[config.mk]
export PLATFORM = sky130hd
export DESIGN_NAME = mem_responder_flat
export DESIGN_NICKNAME = d
export VERILOG_FILES = /design/src/rtl/mem_responder_if.sv /design/src/rtl/mem_responder.sv /design/src/flat_wrapper.sv
export SDC_FILE = /design/constraint.sdc
export NUM_CORES = 2
export LEC_CHECK = 0
export CELL_PAD_IN_SITES_DETAIL_PLACEMENT = 2
export CELL_PAD_IN_SITES_GLOBAL_PLACEMENT = 2
export CORE_MARGIN = 4
export CORE_UTILIZATION = 46
export DETAILED_ROUTE_END_ITERATION = 8
export GPL_TIMING_DRIVEN = 0
export HOLD_SLACK_MARGIN = 0.03
export PLACE_DENSITY_LB_ADDON = 0.1
export SLEW_MARGIN = 20
export SYNTH_ARGS = -nofsm -noshare
export SYNTH_HDL_FRONTEND = slang
export SYNTH_SLANG_ARGS = --single-unit
[constraint.sdc]
create_clock -name clk -period 1.8 [get_ports clk]
set_input_delay 0.18 -clock clk [delete_from_list [all_inputs] [get_ports clk]]
set_output_delay 0.18 -clock clk [all_outputs]
set_load 0.05 [all_outputs]
[src/rtl/mem_responder_if.sv]
// CPU memory bus: command, word address, store data and registered load data.
// The CPU side drives the request; the responder returns read_data.
interface mem_responder_if;
    logic [1:0]  mem_cmd;
    logic [8:0]  mem_addr;
    logic [15:0] write_data;
    logic [15:0] read_data;

    modport master (
        output mem_cmd,
        output mem_addr,
        output write_data,
        input  read_data
    );

    modport slave (
        input  mem_cmd,
        input  mem_addr,
        input  write_data,
        output read_data
    );
endinterface

[src/rtl/mem_responder.sv]
// Memory-side bus responder: word RAM, LED register, switch port, sticky unmapped-access fault.
// LED/switch decoding is present only when MEM_RESPONDER_MMIO_EN is defined.
module mem_responder #(
    parameter int         RAM_AW   = 8,
    parameter logic [8:0] LED_ADDR = 9'h100,
    parameter logic [8:0] SW_ADDR  = 9'h140
) (
    input  logic              clk,
    input  logic              reset,
    mem_responder_if.slave    bus,
    input  logic [7:0]        sw,
    output logic [7:0]        ledr,
    output logic              fault,
    output logic [8:0]        fault_addr
);

    localparam logic [1:0] CMD_READ  = 2'b01;
    localparam logic [1:0] CMD_WRITE = 2'b10;

    localparam logic [1:0] SRC_ZERO = 2'd0;
    localparam logic [1:0] SRC_RAM  = 2'd1;
    localparam logic [1:0] SRC_MMIO = 2'd2;

    localparam int         RAM_WORDS = 2 ** RAM_AW;
    localparam logic [9:0] RAM_LIMIT = 10'(RAM_WORDS);

    logic              is_rd;
    logic              is_wr;
    logic              hit_ram;
    logic              hit_led;
    logic              hit_sw;
    logic              unmapped;
    logic [15:0]       mmio_val;
    logic [RAM_AW-1:0] ram_idx;
    logic              ram_we;
    logic              ram_re;

    assign is_rd    = (bus.mem_cmd == CMD_READ);
    assign is_wr    = (bus.mem_cmd == CMD_WRITE);
    assign hit_ram  = ({1'b0, bus.mem_addr} < RAM_LIMIT);
    assign unmapped = (is_rd | is_wr) & ~hit_ram & ~hit_led & ~hit_sw;
    assign ram_idx  = bus.mem_addr[RAM_AW-1:0];

    // Gating with reset drops a write that is in flight while reset is asserted.
    assign ram_we = reset & is_wr & hit_ram;
    assign ram_re = reset & is_rd & hit_ram;

`ifdef MEM_RESPONDER_MMIO_EN
    logic [7:0] led_q, led_d;
    logic [7:0] sync1_q, sync1_d;
    logic [7:0] sync2_q, sync2_d;

    assign hit_led = (bus.mem_addr == LED_ADDR);
    assign hit_sw  = (bus.mem_addr == SW_ADDR);

    always_comb begin
        led_d   = led_q;
        sync1_d = sw;
        sync2_d = sync1_q;
        if (is_wr && hit_led) begin
            led_d = bus.write_data[7:0];
        end
    end

    always_ff @(posedge clk or negedge reset) begin
        if (!reset) begin
            led_q   <= 8'h00;
            sync1_q <= 8'h00;
            sync2_q <= 8'h00;
        end else begin
            led_q   <= led_d;
            sync1_q <= sync1_d;
            sync2_q <= sync2_d;
        end
    end

    assign mmio_val = hit_led ? {8'h00, led_q} : {8'h00, sync2_q};
    assign ledr     = led_q;
`else
    logic unused_mmio;

    assign hit_led     = 1'b0;
    assign hit_sw      = 1'b0;
    assign mmio_val    = 16'h0000;
    assign ledr        = 8'h00;
    assign unused_mmio = ^{sw, LED_ADDR, SW_ADDR};
`endif

    // Block RAM: no reset, registered read port enabled only on RAM reads so it
    // holds its word across idle cycles.
    logic [15:0] mem [RAM_WORDS];
    logic [15:0] ram_rd_q;

    always_ff @(posedge clk) begin
        if (ram_we) begin
            mem[ram_idx] <= bus.write_data;
        end
        if (ram_re) begin
            ram_rd_q <= mem[ram_idx];
        end
    end

    logic [1:0]  src_q, src_d;
    logic [15:0] mmio_rd_q, mmio_rd_d;
    logic        fault_q, fault_d;
    logic [8:0]  fault_addr_q, fault_addr_d;

    always_comb begin
        src_d        = src_q;
        mmio_rd_d    = mmio_rd_q;
        fault_d      = fault_q | unmapped;
        fault_addr_d = fault_addr_q;
        if (unmapped && !fault_q) begin
            fault_addr_d = bus.mem_addr;
        end
        if (is_rd) begin
            if (hit_ram) begin
                src_d = SRC_RAM;
            end else if (hit_led || hit_sw) begin
                src_d     = SRC_MMIO;
                mmio_rd_d = mmio_val;
            end else begin
                src_d = SRC_ZERO;
            end
        end
    end

    always_ff @(posedge clk or negedge reset) begin
        if (!reset) begin
            src_q        <= SRC_ZERO;
            mmio_rd_q    <= 16'h0000;
            fault_q      <= 1'b0;
            fault_addr_q <= 9'h000;
        end else begin
            src_q        <= src_d;
            mmio_rd_q    <= mmio_rd_d;
            fault_q      <= fault_d;
            fault_addr_q <= fault_addr_d;
        end
    end

    // The output select is reset, so read_data reads 0 during reset regardless of RAM.
    always_comb begin
        case (src_q)
            SRC_RAM:  bus.read_data = ram_rd_q;
            SRC_MMIO: bus.read_data = mmio_rd_q;
            default:  bus.read_data = 16'h0000;
        endcase
    end

    assign fault      = fault_q;
    assign fault_addr = fault_addr_q;

endmodule

[src/flat_wrapper.sv]
// flat-port wrapper written by rule: the top's interface ports become plain ports
module mem_responder_flat 
#(
    parameter int         RAM_AW   = 8,
    parameter logic [8:0] LED_ADDR = 9'h100,
    parameter logic [8:0] SW_ADDR  = 9'h140
)
  (clk, reset, sw, ledr, fault, fault_addr, bus_mem_cmd, bus_mem_addr, bus_write_data, bus_read_data);
  mem_responder_if bus_i ();
  input  logic clk;
  input  logic reset;
  input  logic [7:0] sw;
  output logic [7:0] ledr;
  output logic fault;
  output logic [8:0] fault_addr;
  input wire logic [$bits(bus_i.mem_cmd)-1:0] bus_mem_cmd;
  input wire logic [$bits(bus_i.mem_addr)-1:0] bus_mem_addr;
  input wire logic [$bits(bus_i.write_data)-1:0] bus_write_data;
  output wire logic [$bits(bus_i.read_data)-1:0] bus_read_data;
  assign bus_i.mem_cmd = bus_mem_cmd;
  assign bus_i.mem_addr = bus_mem_addr;
  assign bus_i.write_data = bus_write_data;
  assign bus_read_data = bus_i.read_data;
  mem_responder #(.RAM_AW(RAM_AW), .LED_ADDR(LED_ADDR), .SW_ADDR(SW_ADDR)) u_core (.clk(clk), .reset(reset), .bus(bus_i), .sw(sw), .ledr(ledr), .fault(fault), .fault_addr(fault_addr));
endmodule
=== After elaboration in Yosys (flattened, before gate mapping) ===
Memory sizes are Yosys's and may differ from the RTL's. A register that Yosys moved wholly into a read port is not among the register bits.
Index checks and enable logic that the tools add are counted.
Widths: inputs -> output; s select.

* $lt $le $gt $ge: 1
* Equality and inequality tests: 3
* Mux-type cells: 4
* Bitwise operators: 8
* Reductions and logical operators: 2

{| class="wikitable"
|+ Operator list
! cell !! count
|-
| $mux 16 || 1
|-
| $lt 9x9->1 const B || 1
|-
| $and 1x1->1 || 5
|-
| $eq 2x1->1 const B || 2
|-
| $mux 1 || 3
|-
| $eq 2x2->1 const B || 1
|-
| $or 1x1->1 || 2
|-
| $logic_and 1x1->1 || 1
|-
| $logic_not 1->1 || 1
|-
| $not 1->1 || 1
|}

* Register bits after elaboration: 12
* Bits in writable memories: 4096
* Input bits: 37
* Output and inout bits: 34
* Word-level logic and storage cells: 22
* Memories kept: 1

{| class="wikitable"
|+ Memory list
! name !! words !! width !! read ports !! clocked after memory_dff !! wr ports !! RTL line !! RTL
|-
| u_core.mem || 256 || 16 || 1 || 1 || 1 || mem_responder.sv:91 || <nowiki>logic [15:0] mem [RAM_WORDS];</nowiki>
|}

=== Longest topological paths before layout ===
* Depth after elaboration: 5
* Gate-level depth with buffers: 9
* Depth with buffers taken out: 7

=== Least setup slack after synthesis ===
Ideal clock, no wire load.

* Path type: input to register
* Start: input bus_mem_addr[0]
* End: memory u_core.mem[117][0], enable pin
* Setup time: 388 ps
* Data arrival time: 2309 ps
* Data required time: 1412 ps
* Setup slack: -897 ps
* Cell stages on the path: 9
* Buffers on the path: 5
* Path through: clkbuf_1 -> buf_6 -> clkbuf_1 -> buf_2 -> nand2_1 -> nor2_1 -> nand2_1 -> clkbuf_1 -> nor2_1

* Longest elaborated chain between the ends: 4

{| class="wikitable"
|+ RTL lines
! element !! RTL line !! RTL
|-
| start: declaration || flat_wrapper.sv:17 || <nowiki>input wire logic [$bits(bus_i.mem_addr)-1:0] bus_mem_addr;</nowiki>
|-
| $lt 9x9->1 || mem_responder.sv:40 || <nowiki>assign hit_ram = ({1'b0, bus.mem_addr} < RAM_LIMIT);</nowiki>
|-
| $and 1x1->1 || mem_responder.sv:45 || <nowiki>assign ram_we = reset & is_wr & hit_ram;</nowiki>
|-
| $mux 1 || mem_responder.sv:95 || <nowiki>if (ram_we) begin</nowiki>
|-
| $mux 1 (implied by the code) || mem_responder.sv:96 || <nowiki>mem[ram_idx] <= bus.write_data;</nowiki>
|-
| end: declaration || mem_responder.sv:91 ||
|}

Several ways; a longest one is shown, not always the timed one.

==> flow_summary.json <==
{
  "fin_ws_ps": -883.7,
  "hold_viol_final": 0,
  "p_leak_nw": 58.54,
  "netlist_top_cells_count": "4,112 x edfxtp_1, 1,024 x mux4_2, 512 x a22oi_1, 267 x clkbuf_1, 263 x nor2_1",
  "grt_max_degree": 113,
  "routedWlPerCell_um": 48.91,
  "cts_buffers": 428,
  "synth_top_area_share_pct": 79.14,
  "synth_top_flop_cell": "edfxtp_1",
  "cap_viol_max_count": 0,
  "synth_edf_count": 4112,
  "final_util_pct": 56.56,
  "path_max_fanout": 1,
  "clock_latency_ps": 1010,
  "critPathMaxStageDelay_ps": 530,
  "antenna_found_initial": 24,
  "cts_tree": "yes",
  "synthCells": 6763,
  "grt_pass1_vias": 88618,
  "nets": 7764,
  "yosysMostFrequentCell": "edfxtp_1",
  "critical_path_class": "register to register",
  "p_total_mw": 210.8,
  "routed_wl_mm": 616.4,
  "rows": 213,
  "worst_path_max_delay_cell": "mux4_2",
  "worst-path-buf-inv": 0,
  "cp_data_arrival_time_ps": 3390,
  "ys_seq_elements": 4123,
  "hold_class": "input pin to register",
  "clock_path_buffers": 4,
  "setup_viol": 1879,
  "start_kind": "register",
  "slew_headroom_pct": 30.48,
  "worst_pin_slew_ps": 1043,
  "die_w_um": 590.4,
  "synth_seq_area_share_pct": 79.32,
  "io_buffers": 52,
  "worstSetupEndpointType": "register",
  "grt_pass1_wl_mm": 831.3,
  "slew_viol_final": 0,
  "syn_area_per_cell_um2": 23.07,
  "pin_count": 71,
  "dr.pass1.iters": 6,
  "place_congestion": 0.9043,
  "fill_cells": 27152,
  "clk_pin_slew_ps": 80,
  "yosysWarnings": 0,
  "grt_setup_unrepaired": "true",
  "clock_sinks": 4123,
  "period_needed_ps": 2684,
  "p_per_area_nw_per_um2": 1106,
  "outcome": "complete, but fails checks",
  "dieHeight_um": 590.4,
  "ir_worst_vdd_mv": 1.118,
  "num_vias": 85885,
  "hpwl_mm": 353.3,
  "htree_levels": 5,
  "synth_area_um2": 156000,
  "core_area_um2": 337100,
  "async_flop_share_pct": 0.2668,
  "viasPerCell": 6.815,
  "yosys-top-cells-area": "edfxtp_1 79%, mux4_2 15%, a22oi_1 2.5%",
  "cp_top_family": "compound AO/OA/AOI/OAI gates",
  "drt-initial-drc-count": 13996,
  "synth_largest_area_cell": "edfxtp_1",
  "initial_core_util_pct": 46.28,
  "dieArea_um2": 348600,
  "violations": "negative setup slack",
  "fmax_mhz": 372.6,
  "drc": 0,
  "clock_skew_ps": 58.85,
  "globalRouteOverflowTotal": 0,
  "period_share_pct": 149.1,
  "area_growth_pct": 22.21,
  "grt_usage_pct": 35.06,
  "crit_required_ps": 2510,
  "antenna_left": 0,
  "root_buffer": "clkbuf_16",
  "drive_gt1_share_pct": 40.08,
  "fin_setup_tns_ps": -94510,
  "crit_chain": "mux4_2 > a22oi_1 > a21oi_2 > o41ai_2 > nand4_1",
  "synthDistinctLibCells": 26
}
[cell families after synthesis]
| kind of cell | share of synthesized area, % |
|---|---|
| flip-flops | 79.32 |
| other | 0.002403 |
| AND/OR/NAND/NOR | 0.9246 |
| adder cells (fa/ha/maj) | 0.01604 |
| multiplexers | 14.84 |
| AO/OA/AOI/OAI | 3.647 |
| buffers and inverters | 1.253 |
[power by group]
part / internal [mW] / switching (mW) / leakage, nW
clock: 50.8 / 41.4 / 6.70
sequential: 106 / 0.0650 / 37.1
combinational: 3.98 / 8.85 / 14.7
[metrics by stage]
step                area [um^2]  hold slack, ps  std cells  setup slack (ps)
floorplan                158200          -115.6       6770            -445.1
global placement         164400           453.9      11337             -8909
detailed placement       166100           478.2      11398             -3647
CTS                      189600           137.6      12558            -670.5
global route             190600           91.62      12594            -808.6
finish                   190700           112.8      12603            -883.7
[registers in the layout (all words and copies together) (netlist names)]
name,cells
u_core.mem,4096
u_core.ram_rd_q,16
u_core.fault_addr,9
u_core.fault,1
u_core.src_q,1
[placed cells by master (no fill, tap or decap), types with 8 or more instances in the layout]
cell / netlist / layout
edfxtp_1: 4112 / 4112
mux4_2: 1024 / 1024
clkbuf_16: 0 / 462
a22oi_1: 512 / 279
nor2_4: 0 / 260
buf_12: 0 / 241
a22oi_2: 0 / 233
buf_4: 30 / 210
clkbuf_1: 267 / 181
a21oi_2: 0 / 127
clkbuf_2: 0 / 98
clkinv_1: 0 / 98
clkinv_2: 0 / 76
a21oi_1: 257 / 74
buf_8: 0 / 57
buf_6: 22 / 56
a21oi_4: 0 / 56
buf_16: 0 / 48
bufinv_16: 0 / 43
clkbuf_4: 0 / 37
o41ai_2: 0 / 35
dlygate4sd3_1: 0 / 27
o41ai_4: 0 / 23
clkbuf_8: 0 / 22
clkinvlp_4: 0 / 17
buf_2: 69 / 16
nand4_1: 16 / 16
and2_4: 0 / 16
nand2_8: 0 / 16
buf_1: 34 / 11
diode_2: 0 / 10
dfrtp_1: 11 / 10
inv_6: 0 / 9
nand2_2: 0 / 8
mux2_2: 8 / 8
conb_1: 1 / 8
[metal layers]
layer | up-vias | wire length [um] | track usage (%)
met5 | - | 36 | 0
met4 | 8 | 40280 | 18.74
met3 | 1281 | 62290 | 8.543
met2 | 6069 | 292500 | 55.23
met1 | 47384 | 221400 | 45.35
li1 | 31143 | - | -
[final timing paths]
path | from | endpoint | slack (ps) | cells past startpoint
max | u_core.mem[144][11]$_DFFE_PP_ | u_core.ram_rd_q[11]$_DFFE_PP_ | -880 | 5
min | reset | u_core.ram_rd_q[1]$_DFFE_PP_ | 110 | 2
max reg2reg | u_core.mem[144][11]$_DFFE_PP_ | u_core.ram_rd_q[11]$_DFFE_PP_ | -880 | 5
min reg2reg | u_core.fault_addr[8]$_DFFE_PN0P_ | u_core.fault_addr[8]$_DFFE_PN0P_ | 510 | 1
max in group asynchronous | reset | u_core.src_q[0]$_DFFE_PN0N_ | 860 | 3
min in group asynchronous | reset | u_core.fault_addr[0]$_DFFE_PN0P_ | 450 | 3
[layout make-up]
class | count | area [um^2] | area share [%]
diodes | 10 | 25.02 | 0.01312
multi-input cells | 2223 | 35720 | 18.73
clock inverters | 251 | 2394 | 1.255
plain buffers | 421 | 3386 | 1.776
well taps | 4515 | 5649 | 2.963
flip-flops and latches | 4123 | 123800 | 64.91
inverters | 2 | 7.507 | 0.003937
clock buffers | 532 | 11340 | 5.949
repair buffers | 526 | 8388 | 4.399
[repair_timing]
action	CTS	global route
gates cloned	11	7
hold buffers	27	0
gates resized for setup	1078	148
buffers inserted	340	29
endpoints found under the hold margin	1584	0
setup endpoints to repair	4138	3776
pin swaps	279	82
Power figures use the tool's default switching activity.
